==> src/rtl/alu_defines.vh <==
`ifndef ALU_DEFINES_VH
`define ALU_DEFINES_VH

// EX-stage ALU control encodings for the divide instructions
`define DIV_CONTROL  6'b011010
`define DIVU_CONTROL 6'b011011

`endif

==> src/rtl/div_ctrl_pkg.sv <==
// Shared types and defaults for the divider issue controller.
// No logic; state encoding and flush-drain default only.
// No flow control of its own.
package div_ctrl_pkg;

    localparam int DRAIN_CYCLES_DEF = 3;

    typedef enum logic [1:0] {
        IDLE  = 2'd0,
        BUSY  = 2'd1,
        DRAIN = 2'd2,
        FLUSH = 2'd3
    } div_state_e;

endpackage

==> src/rtl/div_issue_ctrl.sv <==
// Issues DIV/DIVU from EX to the external 32-cycle divider and returns {hi,lo}; DIV_ZERO_FAST_EN enables zero-divisor bypass.
// Start/stall combinational at issue; result write at divider ready (35 cycles, 3 for a zero divisor, 0 with bypass).
// Stalls the pipeline while busy and for one DRAIN cycle; flush annuls the divide and holds annul DRAIN_CYCLES cycles.
`include "alu_defines.vh"

module div_issue_ctrl
    import div_ctrl_pkg::*;
#(
    parameter int DRAIN_CYCLES = DRAIN_CYCLES_DEF
) (
    input  logic        clk,
    input  logic        rst,
    input  logic [5:0]  aluop_i,
    input  logic [31:0] reg1_i,
    input  logic [31:0] reg2_i,
    input  logic        valid_i,
    input  logic        flush_i,
    output logic [5:0]  div_op_o,
    output logic [31:0] div_opdata1_o,
    output logic [31:0] div_opdata2_o,
    output logic        div_start_o,
    output logic        div_annul_o,
    input  logic [63:0] div_result_i,
    input  logic        div_ready_i,
    output logic        stallreq_o,
    output logic        whilo_o,
    output logic [31:0] hi_o,
    output logic [31:0] lo_o
);

    localparam int CNT_W = (DRAIN_CYCLES > 1) ? $clog2(DRAIN_CYCLES) : 1;
    localparam logic [CNT_W-1:0] CNT_LAST = CNT_W'(DRAIN_CYCLES - 1);

    div_state_e       state_q, state_d;
    logic [CNT_W-1:0] flush_cnt;
    logic [5:0]       op_q;
    logic [31:0]      opa_q, opb_q;
    logic             latch_en;
    logic             div_req;

    assign div_req = valid_i && !flush_i &&
                     ((aluop_i == `DIV_CONTROL) || (aluop_i == `DIVU_CONTROL));

    // State register; reset abandons any divide in flight
    always_ff @(posedge clk or posedge rst) begin
        if (rst) begin
            state_q <= IDLE;
        end else begin
            state_q <= state_d;
        end
    end

    // Capture op and operands at issue so the divider sees stable inputs while EX is stalled
    always_ff @(posedge clk or posedge rst) begin
        if (rst) begin
            op_q  <= '0;
            opa_q <= '0;
            opb_q <= '0;
        end else if (latch_en) begin
            op_q  <= aluop_i;
            opa_q <= reg1_i;
            opb_q <= reg2_i;
        end
    end

    // Count cycles spent in FLUSH; cleared in every other state
    always_ff @(posedge clk or posedge rst) begin
        if (rst) begin
            flush_cnt <= '0;
        end else if (state_q == FLUSH) begin
            flush_cnt <= flush_cnt + 1'b1;
        end else begin
            flush_cnt <= '0;
        end
    end

    // Next state and all outputs; everything is forced low while rst is high
    always_comb begin
        state_d       = state_q;
        latch_en      = 1'b0;
        div_op_o      = '0;
        div_opdata1_o = '0;
        div_opdata2_o = '0;
        div_start_o   = 1'b0;
        div_annul_o   = 1'b0;
        stallreq_o    = 1'b0;
        whilo_o       = 1'b0;
        hi_o          = '0;
        lo_o          = '0;
        if (!rst) begin
            case (state_q)
                IDLE: begin
                    if (div_req) begin
`ifdef DIV_ZERO_FAST_EN
                        if (reg2_i == '0) begin
                            // zero divisor: write hi=lo=0 now, divider untouched
                            whilo_o = 1'b1;
                        end else begin
                            div_start_o   = 1'b1;
                            stallreq_o    = 1'b1;
                            div_op_o      = aluop_i;
                            div_opdata1_o = reg1_i;
                            div_opdata2_o = reg2_i;
                            latch_en      = 1'b1;
                            state_d       = BUSY;
                        end
`else
                        div_start_o   = 1'b1;
                        stallreq_o    = 1'b1;
                        div_op_o      = aluop_i;
                        div_opdata1_o = reg1_i;
                        div_opdata2_o = reg2_i;
                        latch_en      = 1'b1;
                        state_d       = BUSY;
`endif
                    end
                end
                BUSY: begin
                    if (flush_i) begin
                        div_annul_o = 1'b1;
                        state_d     = FLUSH;
                    end else begin
                        div_start_o   = 1'b1;
                        div_op_o      = op_q;
                        div_opdata1_o = opa_q;
                        div_opdata2_o = opb_q;
                        if (div_ready_i) begin
                            whilo_o = 1'b1;
                            hi_o    = div_result_i[63:32];
                            lo_o    = div_result_i[31:0];
                            state_d = DRAIN;
                        end else begin
                            stallreq_o = 1'b1;
                        end
                    end
                end
                DRAIN: begin
                    // start low for one cycle lets the divider return to free
                    if (flush_i) begin
                        div_annul_o = 1'b1;
                        state_d     = FLUSH;
                    end else begin
                        stallreq_o = div_req;
                        state_d    = IDLE;
                    end
                end
                FLUSH: begin
                    div_annul_o = 1'b1;
                    if (flush_cnt == CNT_LAST) begin
                        state_d = IDLE;
                    end
                end
                default: state_d = IDLE;
            endcase
        end
    end

endmodule

==> config.mk <==
export PLATFORM = sky130hd
export DESIGN_NAME = div_issue_ctrl
export DESIGN_NICKNAME = d
export VERILOG_FILES = /design/src/rtl/div_ctrl_pkg.sv /design/src/rtl/div_issue_ctrl.sv
export VERILOG_INCLUDE_DIRS = /design/src /design/src/rtl
export SDC_FILE = /design/constraint.sdc
export NUM_CORES = 1
export LEC_CHECK = 0
export BUFFER_PORTS_ARGS = -buffer_cell sky130_fd_sc_hd__buf_2
export CORE_MARGIN = 10
export CORE_UTILIZATION = 40
export CTS_CLUSTER_SIZE = 14
export DETAILED_ROUTE_END_ITERATION = 16
export PLACE_DENSITY_LB_ADDON = 0.05
export SLEW_MARGIN = 10
export SYNTH_ARGS = -nofsm -noshare
export SYNTH_HDL_FRONTEND = slang
export SYNTH_SLANG_ARGS = --single-unit
==> constraint.sdc <==
create_clock -name clk -period 13.2 [get_ports clk]
set_input_delay 2.64 -clock clk [delete_from_list [all_inputs] [get_ports clk]]
set_output_delay 2.64 -clock clk [all_outputs]
set_load 0.01 [all_outputs]
Yosys cells after proc, flatten, opt, wreduce, memory -nomap -nowiden
Index checks and enable logic that the tools add are counted.
W data, S select, Z words.

word-level totals
  register bits after elaboration = 74
  bits in latches = 0
  memory bits (writable) = 0
  memory bits (read-only) = 0
  bits of input ports = 139
  memories kept = 0

cells by class
  add/sub/neg operators = 1
  multiply operators = 0
  divide/modulo/power cells = 0
  order comparisons = 0
  equality and inequality tests = 9
  shift-type cells = 0
  multiplexer cells = 45
  bitwise logic cells = 1
  reduce and logical (&&, ||, !) cells = 7

operators by type and width
  operator               number
  $mux W32               14
  $pmux W32 S2           2
  $mux W6                3
  $mux W1                15
  $eq A6 B5 Y1 const B   2
  $mux W2                6
  $pmux W6 S2            1
  $pmux W2 S4            1
  $eq A2 B2 Y1 const B   3
  $pmux W1 S2            2
  $reduce_and A4 Y1      1
  $ne A3 B3 Y1 const B   1
  $pmux W1 S3            1
  $add A2 B1 Y2 const B  1
  $eq A2 B1 Y1 const B   1
  $logic_and A1 B1 Y1    2
  $logic_not A2 Y1       1
  $ne A2 B1 Y1 const B   1
  $ne A2 B2 Y1 const B   1
  $reduce_or A2 Y1       1
  $logic_not A1 Y1       1
  $logic_or A1 B1 Y1     1
  $not A1 Y1             1

Depth between registers and ports, before layout
Gate-level depths: netlist of the first run.

  depth after elaboration = 6
  gate-level depth with buffers = 8

Least setup slack after synthesis of the first run
No wires, ideal clock.

  path type = input -> output
  start = input port rst
  end = output port div_opdata2_o[21]
  arrival = 5.302 ns
  required time = 10.560 ns
  path slack = 5.258 ns
  cell stages on the path = 5
  buffers on the path = 2
  cells stage by stage = inv_1 o21ai_1 clkbuf_1 buf_1 nor2_1

on the way
  longest elaborated chain between the ends = 1

ends and longest elaborated chain
  what                RTL line              source
  start: declaration  div_issue_ctrl.sv:12  input logic rst,
  $mux W32            div_issue_ctrl.sv:90  if (!rst) begin
  end: declaration    div_issue_ctrl.sv:20  output logic [31:0] div_opdata2_o,

Every way passes these cells.

Worst setup path in the final report of the first run
  start = input port aluop_i[5]
  end = output port div_opdata1_o[3]

on the way
  longest elaborated chain between the ends = 6
  elaborated cells on any way between the ends = 7
  classes of those cells = eq/ne: 2; mux: 3; reduce/logical: 2

ends and longest elaborated chain
  what                           RTL line              source
  start: declaration             div_issue_ctrl.sv:13  input logic [5:0] aluop_i,
  $eq A6 B5 Y1 (no source line)  n/a
  $logic_or A1 B1 Y1 *           div_issue_ctrl.sv:42  ((aluop_i == `DIV_CONTROL) || (aluop_i == `DIVU_CONTROL));
  $logic_and A1 B1 Y1 *          div_issue_ctrl.sv:41  assign div_req = valid_i && !flush_i &&
  $mux W32 *                     div_issue_ctrl.sv:93  if (div_req) begin
  $pmux W32 S2 *                 div_issue_ctrl.sv:91  case (state_q)
  $mux W32 *                     div_issue_ctrl.sv:90
  end: declaration               div_issue_ctrl.sv:19  output logic [31:0] div_opdata1_o,

Every way passes the cells marked *; elsewhere a longest branch is shown, timed or not.

==> metrics.csv, run 1 <==
stage,metric,value,unit
outcome,status,"complete, no violations",
synthesis,ys_seq_area_share,43.7,%
sta,grt_setup_unrepaired,false,
power,p_leak,3.32,nW
floorplan,die_width,123,um
global_routing,grt_pass1_vias,4164,
synthesis,ys_types,28,
sta,hold-worst-slack,435,ps
power,power,0.623,mW
placement,io_buffer_count,276,
synthesis,synth_area_leader_cell,dfrtp_1,
clocking,htree_levels,3,
global_routing,grt_pass1_wl,23.1,mm
synthesis,avgSynthCellArea,10.1,um^2
drt,drt_pass1_iterations,4,
worst_setup_path,path_buf_inv,3,
worst_setup_path,cpMostUsedCell,buf_2,
sta,fmax,133,MHz
worst_setup_path,critPathTopFamily,simple AND/OR/NAND/NOR gates,
global_routing,track_usage,19.4,%
drt,totalWireLength,15.8,mm
placement,dpl.cell_count,800,
synthesis,syn-num-nets,562,
layout,finalNonFillerCells,818,
floorplan,start_util,41.1,%
layout,regArea,1850,um^2
floorplan,io_pins,277,
drt,drt_iter0_markers,164,
worst_setup_path,crit_chain,buf_2 > or3b_4 > nor3_4 > buf_4 > a22oi_1 > nor2_1 > buf_2,
sta,fin_skew,11.1,ps
sta,finalWorstSetupSlack,5690,ps
sta,fin_crit_sh,56.9,%
floorplan,dieArea,15100,um^2
layout,drive_gt1_share,50.8,%
synthesis,netlist_instances,418,
global_routing,grt_max_degree,79,
sta,finalHoldViolCount,0,
placement,post-place-ws,5610,ps
clocking,clk_latency,340,ps
sta,report.final.slew_viol_count,0,
sta,worst_pin_slew,971,ps
clocking,post-cts-setup-buffers,0,
synthesis,synth_top_area_share,43.7,%
clocking,cts_hold_buffers,0,
sta,final.min_clock_period,7510,ps
placement,gp_congestion,0.962,
synthesis,syn_area,4240,um^2
clocking,cts.sinks,74,
worst_setup_path,critPathMaxStageDelay,600,ps
synthesis,synth_area_leaders,"dfrtp_1 44%, a22oi_1 12%, mux2_2 10%",
worst_setup_path,cp-end-kind,output pin,
power,powerDensity,106,nW/um^2
layout,nFillCells,968,
power,vdd_drop_max,0.0502,mV
floorplan,rows,37,
clocking,numCtsBuffers,9,
hold_path,hp-class,reg -> reg,
run,drv_cap,0,
synthesis,ys_warn_count,0,
worst_setup_path,critPathArrivalTime,4870,ps
floorplan,die-height,123,um
drt,vias_per_cell,5.04,
placement,hpwl,12.2,mm
sta,slew_headroom,35.3,%
floorplan,core_area,10300,um^2
layout,synthToLayoutAreaGrowth,38.8,%
sta,setup_viol,0,
drt,ant_nets,0,
clocking,post_cts_resized,0,
layout,multi_input_area,2200,um^2
clocking,clockBufferDepth,2,
global_routing,grt.overflow.total,0,
layout,nNetsFinal,819,
drt,routed-via-count,4120,
drt,remaining_drc_errors,0,
worst_setup_path,critical-path-slowest-cell,nor3_4,
layout,most-common-layout-cells,"276 x buf_2, 74 x dfrtp_1, 69 x nor2_1, 65 x a22oi_1, 64 x and2_1",
clocking,cts_root_buf,clkbuf_8,
worst_setup_path,crit_type,in -> out,
synthesis,ys_seq_elements,74,
clocking,cts_tree,yes,
worst_setup_path,startpoint_type,input pin,
clocking,clkTransAtPathRegs,70,ps
worst_setup_path,path_max_fanout,49,
sta,tns,0,ps
drt,routedWlPerCell,19.3,um
global_routing,antenna_found_initial,3,
worst_setup_path,required,10560,ps
layout,final_common_cell,buf_2,
## power by group
| group | internal, mW | switching, mW | leakage, nW | total (mW) |
|---|---|---|---|---|
| sequential | 0.248 | 0.0124 | 1.02 | 0.261 |
| combinational | 0.0637 | 0.111 | 2.20 | 0.175 |
| clock | 0.105 | 0.0817 | 0.0984 | 0.187 |
## metrics by stage
step	util (%)	instance area, um^2
after floorplan	-	4240
after global placement	54.9	5670
after detailed placement	54.9	5670
after CTS	57.0	5880
after global routing	57.0	5880
final	57.0	5890
## final timing paths
kind                                    endpoint    startpoint  depth (start not counted)  slack, ps
worst max-delay path            div_opdata1_o[3]    aluop_i[5]                          7       5690
worst min-delay path                flush_cnt[0]  flush_cnt[0]                          1        430
worst max register to register         opb_q[22]    state_q[1]                          6      10500
worst min register to register      flush_cnt[0]  flush_cnt[0]                          1        430
max in group asynchronous              opa_q[29]           rst                          3       9870
min in group asynchronous               opb_q[5]           rst                          3       2690
## registers in the layout (all words and copies together) (netlist names)
| name | cells |
|---|---|
| opa_q | 32 |
| flush_cnt | 2 |
| state_q | 2 |
| op_q | 6 |
| opb_q | 32 |
## cells in the mapped netlist
library cell and n:
dfrtp_1 74, nor2_1 69, a22oi_1 65, and2_1 64
mux2_2 39, mux2_1 26, clkbuf_1 25, buf_6 7
inv_1 7, a21oi_1 6, ha_1 5, nor2b_1 5
and3_1 3, buf_2 3, nor3_1 3, or2_2 3
a31oi_1 2, o21ai_0 2, a21o_1 1, a221oi_1 1
a41o_1 1, buf_1 1, nand2_1 1, nand4b_2 1
nor3_2 1, nor4_4 1, o21ai_1 1, or3b_4 1
## cells by family (layout without fill, tap and decap cells)
logic type                 count (synthesis)  count (layout)  share of synthesized area (%)
and+or+nand+nor                          152             152                           19.0
DFF                                       74              74                           43.7
other                                      0               3                              0
buffers and inverters                     43             304                           5.13
AOI/OAI and AO/OA                         79              79                           13.5
adders and majority gates                  5               5                           1.48
muxes                                     65              65                           17.3
## per-layer routing
layer	global-route usage, %	routed length, um	vias to the layer above	share of wire (%)
li1	-	-	1975	-
met1	20.4	5670	1960	36
met2	34.8	8290	166	52
met3	7.38	1540	19	9.8
met4	6.33	308	0	1.9
met5	0	0	-	0
## layout make-up
| type | instances | area share [%] |
|---|---|---|
| timing repair buffer | 282 | 24.2 |
| clock inverter | 5 | 1.36 |
| tap | 136 | 2.89 |
| clock buffer | 10 | 2.17 |
| sequential | 74 | 31.5 |
| inverter | 7 | 0.468 |
| multi-input combinational | 301 | 37.3 |
| antenna | 3 | 0.128 |
(Power assumes the default switching activity.)
==> run 2: changes to the inputs <==
clock period = 7.8 ns   (was 13.2 ns; I/O delays follow)
==> metrics.csv, run 2 (synthesized netlist as in run 1, its figures left out) <==
stage,metric,value,unit,change
sta,setup_viol,0,,unchanged
drt,vias_per_cell,5.00,,-0.73%
clocking,post_cts_resized,0,,unchanged
clocking,clkTransAtPathRegs,70,ps,about the same
power,vdd_drop_max,0.130,mV,+160%
global_routing,grt_max_degree,74,,-6.3%
power,p_leak,3.31,nW,-0.29%
power,p_seq_share,42.9,%,+1.0 points
drt,totalWireLength,16.1,mm,+1.5%
layout,nNetsFinal,819,,unchanged
layout,finalNonFillerCells,818,,unchanged
placement,dpl.cell_count,800,,unchanged
layout,finalInstanceArea,5860,um^2,-0.38%
sta,hold-worst-slack,428,ps,-7.04 ps
sta,fin_skew,10.5,ps,-0.552 ps
placement,io_buffer_count,276,,unchanged
sta,finalHoldViolCount,0,,unchanged
placement,gp_congestion,0.985,,+2.4%
sta,report.final.slew_viol_count,0,,unchanged
worst_setup_path,cp-end-kind,output pin,,
floorplan,io_pins,277,,unchanged
global_routing,grt_pass1_vias,4148,,-0.38%
placement,dpl_cell_area,5670,um^2,unchanged
sta,tns,0,ps,unchanged
placement,post-place-ws,2370,ps,-3240 ps
placement,hpwl,12.4,mm,+1.6%
sta,slew_headroom,38.7,%,+3.4 points
power,p_int,0.675,mW,+62%
floorplan,start_util,41.1,%,unchanged
global_routing,antenna_found_initial,1,,-2
floorplan,core_area,10300,um^2,unchanged
sta,grt_setup_unrepaired,false,,
clocking,numCtsBuffers,9,,unchanged
power,p_switching,0.352,mW,+71%
clocking,cts.sinks,74,,unchanged
clocking,post-cts-setup-buffers,0,,unchanged
clocking,cts_root_buf,clkbuf_8,,
power,clockPowerShare,28.1,%,-1.9 points
worst_setup_path,required,6240,ps,-4320 ps
drt,drt_iter0_markers,193,,+18%
sta,final.min_clock_period,5390,ps,
floorplan,die-height,123,um,unchanged
worst_setup_path,crit_type,in -> out,,
floorplan,die_width,123,um,unchanged
power,power,1.03,mW,+65%
sta,finalWorstSetupSlack,2410,ps,-3280 ps
drt,routedWlPerCell,19.6,um,+1.5%
power,powerDensity,175,nW/um^2,+66%
sta,fmax,186,MHz,
power,power_frac_comb,29.0,%,+0.9 points
drt,routed-via-count,4090,,-0.73%
layout,synthToLayoutAreaGrowth,38.3,%,
run,drv_cap,0,,unchanged
outcome,status,"complete, no violations",,
power,switching_share,34.3,%,+1.3 points
global_routing,track_usage,19.5,%,+0.17 points
global_routing,grt_pass1_wl,23.4,mm,+1.3%
clocking,clockBufferDepth,2,,unchanged
floorplan,rows,37,,unchanged
layout,final_common_cell,buf_2,,
worst_setup_path,startpoint_type,input pin,,
hold_path,hp-class,reg -> reg,,
drt,drt_pass1_iterations,5,,+1
layout,top_regs,"opa_q x32, opb_q x32, op_q x6",,
clocking,htree_levels,3,,unchanged
clocking,cts_hold_buffers,0,,unchanged
clocking,cts_tree,yes,,
layout,drive_gt1_share,50.9,%,+0.072 points
layout,most-common-layout-cells,"276 x buf_2, 74 x dfrtp_1, 69 x nor2_1, 65 x a22oi_1, 64 x and2_1",,
worst_setup_path,path_max_fanout,49,,unchanged
worst_setup_path,critPathArrivalTime,3830,ps,-1040 ps
sta,worst_pin_slew,920,ps,-50.6 ps
floorplan,dieArea,15100,um^2,unchanged
layout,nFillCells,948,,-2.1%
sta,fin_crit_sh,69.1,%,
drt,remaining_drc_errors,0,,unchanged
layout,final_core_util,56.8,%,-0.22 points
drt,ant_nets,0,,unchanged
global_routing,grt.overflow.total,0,,unchanged
clocking,clk_latency,340,ps,about the same
## run 2: worst paths after layout
path / startpoint / endpoint / slack, ps / cells past startpoint
min in group asynchronous: rst / opb_q[11] / 1320 / 2
setup / recovery: aluop_i[5] / div_opdata1_o[27] / 2410 / 7
hold / removal: flush_cnt[0] / flush_cnt[0] / 430 / 1
setup reg to reg: state_q[1] / opb_q[12] / 5100 / 6
max in group asynchronous: rst / state_q[0] / 5480 / 3
hold reg to reg: flush_cnt[0] / flush_cnt[0] / 430 / 1
## run 2: power by group through the flow
stage                     sequential, mW  clock, mW  combinational [mW]
final                              0.441      0.288               0.298
after global routing               0.446      0.314               0.328
after CTS                          0.441      0.297               0.301
after detailed placement           0.448          0               0.300
after global placement             0.446          0               0.295
after floorplan                    0.443          0               0.182
## run 2: critical path, cell delays in order
cell     delay (ps)
buf_2           100
or3b_4          440
nor3_4          620
buf_4           570
a22oi_1         180
nor2_1          150
buf_2           150
## run 2: area by class of cell
| type | instances | area, um^2 | area share (%) |
|---|---|---|---|
| Multi-Input combinational cell | 301 | 2200 | 37.5 |
| Sequential cell | 74 | 1850 | 31.6 |
| Timing Repair Buffer | 282 | 1430 | 24.3 |
| Tap cell | 136 | 170 | 2.90 |
| Clock buffer | 11 | 131 | 2.24 |
| Clock inverter | 5 | 55.1 | 0.939 |
| Inverter | 7 | 27.5 | 0.469 |
| Antenna cell | 2 | 5.00 | 0.0853 |
## run 2: layer usage
| metal | global-route usage, % | share of wire, % | vias to the layer above |
|---|---|---|---|
| met2 | 35.8 | 54 | 157 |
| met5 | 0 | 0 | - |
| met3 | 5.33 | 8.0 | 10 |
| met1 | 21.5 | 37 | 1948 |
| li1 | - | - | 1975 |
| met4 | 5.82 | 0.82 | 0 |
==> run 3: changes to the inputs <==
CORE_UTILIZATION = 39   (was 40)
clock period = 4.37 ns   (was 7.8 ns; I/O delays follow)
==> metrics.csv, run 3 (synthesized netlist as in run 1, its figures left out) <==
stage,metric,value,unit,change
power,powerDensity,322,nW/um^2,+84%
placement,gp_congestion,0.931,,-5.5%
sta,worst_pin_slew,898,ps,-21.5 ps
power,power_frac_comb,28.1,%,-0.9 points
clocking,cts.sinks,74,,unchanged
worst_setup_path,startpoint_type,flop,,
layout,drive_gt1_share,50.9,%,about the same
power,power,1.92,mW,+86%
sta,grt_setup_unrepaired,false,,
layout,nNetsFinal,821,,+0.24%
clocking,post-cts-setup-buffers,0,,unchanged
power,p_switching,0.621,mW,+76%
worst_setup_path,critPathMaxStageDelay,540,ps,-80 ps
worst_setup_path,path_max_fanout,65,,+33%
worst_setup_path,critPathArrivalTime,2630,ps,-1200 ps
sta,final.min_clock_period,3500,ps,
power,p_int,1.29,mW,+92%
worst_setup_path,path_buf_inv,3,,unchanged
worst_setup_path,reg2reg_depth,6,,unchanged
drt,remaining_drc_errors,0,,unchanged
worst_setup_path,critical-path-slowest-cell,nor2b_4,,
power,switching_share,32.4,%,-1.9 points
power,p_seq_share,41.1,%,-1.8 points
floorplan,rows,38,,+2.7%
global_routing,grt_pass1_vias,4048,,-2.4%
clocking,htree_levels,3,,unchanged
worst_setup_path,rrSetupSlack,1710,ps,-3390 ps
power,vdd_drop_max,0.165,mV,+27%
hold_path,hp-class,reg -> reg,,
floorplan,dieArea,15400,um^2,+2.1%
global_routing,grt_max_degree,71,,-4.1%
floorplan,core_area,10700,um^2,+4.1%
drt,totalWireLength,15.1,mm,-6.0%
clocking,clk_latency,350,ps,about the same
clocking,clkTransAtPathRegs,80,ps,about the same
clocking,post_cts_resized,0,,unchanged
outcome,status,"complete, no violations",,
run,drv_cap,0,,unchanged
worst_setup_path,cp-end-kind,output pin,,
drt,drt_pass1_iterations,4,,-1
worst_setup_path,cp_num_cells,7,,unchanged
worst_setup_path,crit_chain,inv_1 > ha_1 > nor2b_4 > and3_1 > buf_4 > and2_1 > buf_2,,
placement,io_buffer_count,276,,unchanged
placement,hpwl,11.8,mm,-5.2%
worst_setup_path,critPathTopFamily,simple AND/OR/NAND/NOR gates,,
drt,vias_per_cell,4.96,,-0.82%
worst_setup_path,required,3500,ps,-2740 ps
power,clockPowerShare,30.9,%,+2.8 points
floorplan,io_pins,277,,unchanged
clocking,numCtsBuffers,9,,unchanged
floorplan,start_util,39.5,%,-1.6 points
layout,synthToLayoutAreaGrowth,40.2,%,
sta,fin_crit_sh,80.1,%,
drt,routed-via-count,4091,,+0.024%
worst_setup_path,crit_type,reg -> out,,
floorplan,die-height,124,um,+1.1%
sta,report.final.slew_viol_count,0,,unchanged
floorplan,die_width,124,um,+1.1%
global_routing,track_usage,18.5,%,-1.0 points
sta,fin_skew,9.40,ps,-1.10 ps
global_routing,grt_pass1_wl,23.5,mm,+0.50%
placement,post-place-ws,889,ps,-1480 ps
clocking,clockBufferDepth,2,,unchanged
drt,drt_iter0_markers,215,,+11%
sta,fmax,286,MHz,
sta,setup_viol,0,,unchanged
sta,finalHoldViolCount,0,,unchanged
clocking,cts_hold_buffers,0,,unchanged
global_routing,antenna_found_initial,3,,+2
sta,tns,0,ps,unchanged
layout,final_core_util,55.3,%,-1.5 points
drt,ant_nets,0,,unchanged
global_routing,grt.overflow.total,0,,unchanged
layout,top_regs,"opa_q x32, opb_q x32, op_q x6",,
hold_path,hold-path-cell-count,1,,unchanged
power,p_leak,3.35,nW,+1.1%
sta,slew_headroom,39.9,%,+1.2 points
drt,routedWlPerCell,18.3,um,-6.8%
layout,final_common_cell,buf_2,,
clocking,cts_tree,yes,,
sta,finalWorstSetupSlack,871,ps,-1540 ps
clocking,cts_root_buf,clkbuf_8,,
layout,most-common-layout-cells,"276 x buf_2, 74 x dfrtp_1, 69 x nor2_1, 65 x a22oi_1, 64 x and2_1",,
## run 3: final timing paths
| path | startpoint | to |
|---|---|---|
| min in group asynchronous | rst | opb_q[5] |
| min | flush_cnt[0] | flush_cnt[0] |
| max | state_q[1] | lo_o[11] |
| min reg2reg | flush_cnt[0] | flush_cnt[0] |
| max reg2reg | state_q[1] | opb_q[9] |
| max in group asynchronous | rst | op_q[0] |
## run 3: routing by layer
layer | part of all wire [%] | up-vias | GRT usage, %
li1 | - | 1977 | -
met1 | 39 | 1952 | 20.9
met2 | 53 | 149 | 32.5
met3 | 6.2 | 13 | 4.72
met4 | 1.6 | 0 | 7.40
met5 | 0 | - | 0
## run 3: metrics by stage
step | cell area, um^2 | hold WS, ps | cells
4_1_cts | 5940 | 433 | 822
3_3_place_gp | 5720 | 416 | 806
2_1_floorplan | 4240 | 402 | 418
5_1_grt | 5950 | 480 | 825
6_report | 5950 | 428 | 825
3_5_place_dp | 5720 | 423 | 806
## run 3: layout make-up
type | count | area [um^2]
clock inverters | 4 | 73.8
inverters | 7 | 30.0
flip-flops and latches | 74 | 1850
clock buffers | 12 | 145
diodes | 3 | 7.51
repair buffers | 284 | 1470
well taps | 140 | 175
multi-input cells | 301 | 2200
fillers | 1013 | 4800
## run 3: power groups by stage
stage	sequential, mW	combinational [mW]	clock (mW)
after global placement	0.796	0.540	0
after floorplan	0.791	0.326	0
after global routing	0.796	0.603	0.637
final	0.787	0.538	0.591
after CTS	0.787	0.547	0.603
after detailed placement	0.800	0.545	0
## run 3: worst register-to-register path, cell delays in order (launching register included)
cell and delay, ps:
dfrtp_1 400, inv_1 120, ha_1 300, inv_1 170
nor4_4 350, buf_4 760, mux2_2 440
